### src/rtl/truth_table_capture.sv
// Truth-table capture engine: sweeps all minterms of a 7-input combinational
// function, assembles its truth table and on-set count, and hands both off over valid/ready.
module truth_table_capture #(
    parameter int N_INPUTS      = 7,
    parameter int SETTLE_CYCLES = 1
) (
    input  logic                     clk,
    input  logic                     rst_n,
    input  logic                     start,
    output logic [N_INPUTS-1:0]      x_out,
    input  logic                     f_in,
    output logic                     busy,
    output logic                     tt_valid,
    input  logic                     tt_ready,
    output logic [(2**N_INPUTS)-1:0] tt_data,
    output logic [7:0]               ones_count
);

    // state | meaning
    // IDLE  | waiting for start; last result still on tt_data/ones_count
    // DRIVE | stepping x_out through minterms 0..127, sampling f_in
    // DONE  | result presented with tt_valid, waiting for tt_ready

    localparam int TT_W = 2**N_INPUTS;
    localparam logic [3:0] SETTLE_TC = 4'(SETTLE_CYCLES - 1);

    typedef enum logic [1:0] {
        IDLE  = 2'd0,
        DRIVE = 2'd1,
        DONE  = 2'd2
    } state_t;

    state_t              state, state_d;
    logic [N_INPUTS-1:0] pattern, pattern_d;
    logic [3:0]          settle_cnt, settle_d;
    logic [TT_W-1:0]     acc, acc_d;
    logic [7:0]          run_cnt, run_cnt_d;
    logic [TT_W-1:0]     tt_d;
    logic [7:0]          ones_d;
    logic                settle_last;
    logic                pattern_last;

    assign settle_last  = (settle_cnt == SETTLE_TC);
    assign pattern_last = (pattern == {N_INPUTS{1'b1}});

    always_ff @(posedge clk or negedge rst_n) begin
        if (!rst_n) begin
            state      <= IDLE;
            pattern    <= '0;
            settle_cnt <= '0;
            acc        <= '0;
            run_cnt    <= '0;
            tt_data    <= '0;
            ones_count <= '0;
        end else begin
            state      <= state_d;
            pattern    <= pattern_d;
            settle_cnt <= settle_d;
            acc        <= acc_d;
            run_cnt    <= run_cnt_d;
            tt_data    <= tt_d;
            ones_count <= ones_d;
        end
    end

    always_comb begin
        state_d   = state;
        pattern_d = pattern;
        settle_d  = settle_cnt;
        acc_d     = acc;
        run_cnt_d = run_cnt;
        tt_d      = tt_data;
        ones_d    = ones_count;

        case (state)
            IDLE: begin
                if (start) begin
                    state_d   = DRIVE;
                    pattern_d = '0;
                    settle_d  = '0;
                    acc_d     = '0;
                    run_cnt_d = '0;
                end
            end
            DRIVE: begin
                if (settle_last) begin
                    settle_d       = '0;
                    acc_d[pattern] = f_in;
                    run_cnt_d      = run_cnt + 8'(f_in);
                    if (pattern_last) begin
                        // final bit is folded in on the same edge that publishes the table
                        state_d   = DONE;
                        pattern_d = '0;
                        tt_d      = acc_d;
                        ones_d    = run_cnt_d;
                    end else begin
                        pattern_d = pattern + 1'b1;
                    end
                end else begin
                    settle_d = settle_cnt + 4'd1;
                end
            end
            DONE: begin
                if (tt_ready) begin
                    state_d = IDLE;
                end
            end
            default: begin
                state_d = IDLE;
            end
        endcase
    end

    assign x_out    = pattern;
    assign busy     = (state == DRIVE);
    assign tt_valid = (state == DONE);

endmodule

### config.mk
export PLATFORM = sky130hd
export DESIGN_NAME = truth_table_capture
export DESIGN_NICKNAME = d
export VERILOG_FILES = /design/src/rtl/truth_table_capture.sv
export SDC_FILE = /design/constraint.sdc
export NUM_CORES = 1
export LEC_CHECK = 0
export CAP_MARGIN = 20
export CORE_MARGIN = 2
export CORE_UTILIZATION = 55
export CTS_BUF_LIST = sky130_fd_sc_hd__clkbuf_8
export CTS_CLUSTER_DIAMETER = 40
export DETAILED_ROUTE_END_ITERATION = 8
export GPL_ROUTABILITY_DRIVEN = 0
export PLACE_DENSITY = 0.78
export SYNTH_ARGS = -nofsm -noshare
export SYNTH_HDL_FRONTEND = slang
export SYNTH_SLANG_ARGS = --single-unit
### constraint.sdc
create_clock -name clk -period 7.1 [get_ports clk]
set_clock_uncertainty 0.2 [all_clocks]
set_input_delay 1.42 -clock clk [delete_from_list [all_inputs] [get_ports clk]]
set_output_delay 1.42 -clock clk [all_outputs]
set_load 0.02 [all_outputs]
### Yosys cells after proc, flatten, opt, wreduce, memory -nomap -nowiden

Cells that the tools add are included.

| storage, ports and cells | value |
|---|---|
| bits in registers | 285 |
| input bits | 5 |
| output and inout port bits | 145 |
| logic and storage cells | 48 |

| cells by class | value |
|---|---|
| add/subtract/negate cells | 3 |
| $lt $le $gt $ge | 2 |
| equal/unequal tests | 7 |
| mux-type cells | 21 |
| reductions and logical operators | 8 |

Operators with widths:

| cell | number |
|---|---|
| $mux 128 | 2 |
| $pmux 128 s2 | 1 |
| $bwmux 128 | 1 |
| $mux 7 | 3 |
| $mux 8 | 2 |
| $pmux 8 s2 | 1 |
| $pmux 7 s2 | 1 |
| $add 8x1->8 | 1 |
| $lt 7x8->1 const B | 1 |
| $mux 2 | 4 |
| $mux 4 | 2 |
| $pmux 4 s2 | 1 |
| $add 7x1->7 const B | 1 |
| $demux 1 s7 | 1 |
| $eq 7x7->1 const B | 1 |
| $ge 7x1->1 const B | 1 |
| $ne 2x1->1 const B | 3 |
| $pmux 2 s3 | 1 |
| $reduce_and 3->1 | 2 |
| $add 4x1->4 const B | 1 |
| $logic_not 4->1 | 1 |
| $reduce_and 4->1 | 1 |
| $eq 2x1->1 const B | 1 |
| $eq 2x2->1 const B | 1 |
| 6 further kinds | 6 |

### Logic depth before layout (Yosys ltp)

| depth | value |
|---|---|
| depth in word-level cells | 7 |
| mapped depth | 10 |
| gate-level depth less buffers | 6 |

### Worst setup path after synthesis

OpenSTA, ideal clock, no wires.

| timing path | value |
|---|---|
| path kind | input -> register |
| from | input port start |
| to | register acc[72] |
| setup time | 0.083 ns |
| data arrival time | 2.488 ns |
| required time | 6.817 ns |
| slack | 4.328 ns |
| stages on the path | 6 |
| buffers on the path | 2 |
| cell sequence | nor2b_1 -> o21ai_1 -> buf_2 -> clkbuf_1 -> a21oi_1 -> o22ai_1 |

| on the way | value |
|---|---|
| cells in the longest elaborated chain, start to end | 2 |

RTL lines:

| element | line | source |
|---|---|---|
| start, declared | 9 | `input logic start,` |
| $ne 2x2->1 (no line) | n/a |  |
| $reduce_and 3->1 (no line) | n/a |  |
| end signal, assigned | 51 | `acc <= '0;` |
| end signal, assigned | 59 | `acc <= acc_d;` |
| end, declared | 36 | `logic [TT_W-1:0] acc, acc_d;` |

Every way passes these cells.
A chain may end at the register's enable or synchronous reset.

### Worst setup path in the final report

| timing path | value |
|---|---|
| from | register state[0] |
| to | output port busy |

| on the way | value |
|---|---|
| cells in the longest elaborated chain, start to end | 1 |

RTL lines:

| element | line | source |
|---|---|---|
| start, declared | 33 | `state_t state, state_d;` |
| start signal, assigned | 56 | `state <= state_d;` |
| $eq 2x1->1 | 115 | `assign busy = (state == DRIVE);` |
| end, declared | 12 | `output logic busy,` |

Every way passes these cells.

==> impl_metrics.env <==
export IMPL_worstPathMaxFanout=9
export IMPL_drc=0
export IMPL_synth_edff_count=0
export IMPL_die_area_um2=26400
export IMPL_ir_drop_uv=165
export IMPL_cts_sinks=285
export IMPL_critical_path_arrival_ns=2.28
export IMPL_power_density_nw_per_um2=279
export IMPL_cts_clk_slew_worst_paths_ns=0.06
export IMPL_final_period_utilization_pct=54.9
export IMPL_grt_usage_pct=25.5
export IMPL_fin_tns_setup_ns=0
export IMPL_htree_levels=2
export IMPL_grt_pass1_wl_mm=54.8
export IMPL_netlist_instances=1435
export IMPL_cp_data_required_time_ns=5.48
export IMPL_crit_chain="nand2b_1 -> inv_1 -> clkdlybuf4s50_1"
export IMPL_hold_path_class="register to register"
export IMPL_critical_path_class="register to primary output"
export IMPL_clk_latency_ns=0.55
export IMPL_wl_per_cell_um=17.8
export IMPL_start_util_pct=56.4
export IMPL_status="finished, final reports clean"
export IMPL_syn_area_um2=13800
export IMPL_final_common_cell="dfrtp_1"
export IMPL_critPathBufInv=2
export IMPL_routed_wl_mm=33.6
export IMPL_final_cell_mix="dfrtp_1, a21oi_1, clkdlybuf4s50_1"
export IMPL_max_freq_mhz=257
export IMPL_diodes=0
export IMPL_post_cts_resized=0
export IMPL_slew_viol_final=0
export IMPL_cts_tree="done"
export IMPL_postCtsSetupBuffers=0
export IMPL_async_flop_share_pct=100
export IMPL_layout_min_cycle_time_ns=3.90
export IMPL_r2r_slack_ns=3.65
export IMPL_num_vias=10800
export IMPL_crit_slowest_cell="clkdlybuf4s50_1"
export IMPL_first_pass_iters=5
export IMPL_setup_viol_count_final=0
export IMPL_cts_made_buffers=49
export IMPL_layout_drive_gt1_share_pct=11.8
export IMPL_area_growth_syn_to_layout_pct=18.3
export IMPL_grt_pass1_vias=10500
export IMPL_antenna_found_initial=0
export IMPL_yosysSeqAreaShare_pct=51.7
export IMPL_io_pins=150
export IMPL_hold_ws_ns=0.291
export IMPL_startpoint_type="register"
export IMPL_ys_types=46
export IMPL_tightest_slew_ns=1.15
export IMPL_ctsHoldBuffers=0
export IMPL_io_buffer_count=149
export IMPL_dp_hpwl_mm=19.2
export IMPL_path_delay_family="buffers and inverters"
export IMPL_cp_end_kind="primary output"
export IMPL_die_h_um=162
export IMPL_via_per_inst=5.72
export IMPL_synth_ff_latch_count=285
export IMPL_slew_headroom_pct=23.1
export IMPL_leakage_uw=0.00722
export IMPL_ys_flop_type="dfrtp_1"
export IMPL_maxCapViolations=0
export IMPL_synth_net_count=1445
export IMPL_die_x_um=162
export IMPL_coreArea_um2=24500
export IMPL_dr_first_iter_drc_count=1093
export IMPL_synth_warnings=0
export IMPL_crit_path_max_incr_delay_ns=0.63
export IMPL_clock_path_buffers=3
export IMPL_rsz0062_at_grt="no"
export IMPL_ant_nets=0
export IMPL_overflow=0
export IMPL_grt_max_degree=189
export IMPL_nets=1539
export IMPL_cts_root_buf="clkbuf_8"
export IMPL_avgSynthCellArea_um2=9.62
export IMPL_timing_final_hold_violations=0
export IMPL_rows=57
-- logic make-up (layout without fill, tap and decap cells) --
kind of cell | count (synthesis) | after routing | synth area share [%]
xor gates and xnor gates | 6 | 6 | 0.381
AOI/OAI and AO/OA | 423 | 423 | 19.0
muxes | 132 | 132 | 9.60
DFF | 285 | 285 | 51.7
and+or+nand+nor | 327 | 327 | 10.6
buffers and inverters | 257 | 385 | 8.26
adders and majority gates | 5 | 5 | 0.453
-- final timing paths --
check / from / cells after the start / endpoint
setup / recovery: state[0] / 3 / busy
hold / removal: acc[117] / 1 / acc[117]
setup reg to reg: settle_cnt[0] / 8 / acc[80]
hold reg to reg: acc[117] / 1 / acc[117]
max in group asynchronous: rst_n / 2 / tt_data[97]
min in group asynchronous: rst_n / 1 / tt_data[14]
-- cell type report --
class,count,area (µm²)
flip-flops and latches,285,7130
fillers,1887,8130
clock inverters,25,224
clock buffers,60,826
repair buffers,169,1660
inverters,131,492
well taps,324,405
multi-input cells,893,5590
-- state kept, by name, summed over array words and instances (netlist names) --
name,flops
state,2
settle_cnt,4
ones_count,8
run_cnt,8
x_out,7
acc,128
tt_data,128
-- per-stage QoR --
stage	cell area, µm²	power (µW)	util [%]	std cells	worst slack, ns
after detailed placement	15200	2970	62.3	1798	3.46
final	16300	4560	66.8	1887	3.20
after global routing	16300	4770	66.8	1887	3.06
after CTS	16300	4550	66.6	1883	3.18
after global placement	15200	2940	62.3	1797	3.48
after floorplan	13800	2620	-	1435	4.33
-- where the power goes --
part | internal, µW | switching (µW) | total [µW]
Combinational | 353 | 749 | 1100
Sequential | 1730 | 149 | 1880
Clock | 911 | 667 | 1580
-- layer usage --
layer | track usage [%] | vias up | share of wire [%]
met5 | 0 | - | 0
met4 | 8.17 | 0 | 2.7
met3 | 5.42 | 73 | 7.6
met2 | 39.0 | 398 | 46
met1 | 36.8 | 5205 | 44
li1 | - | 5117 | -
-- cell usage after synthesis (8+ instances only) --
master / number / area, µm²
a21oi_2: 74 / 648
nand3_1: 9 / 45.0
mux2i_1: 129 / 1290
buf_4: 8 / 60.1
nor2_1: 135 / 507
buf_6: 13 / 146
dfrtp_1: 285 / 7130
a21oi_1: 187 / 936
o21ai_0: 15 / 75.1
clkbuf_1: 64 / 240
o22ai_1: 124 / 776
nand2_1: 140 / 526
buf_2: 37 / 185
inv_1: 131 / 492
Note: power is estimated with default switching activity, not from simulation.
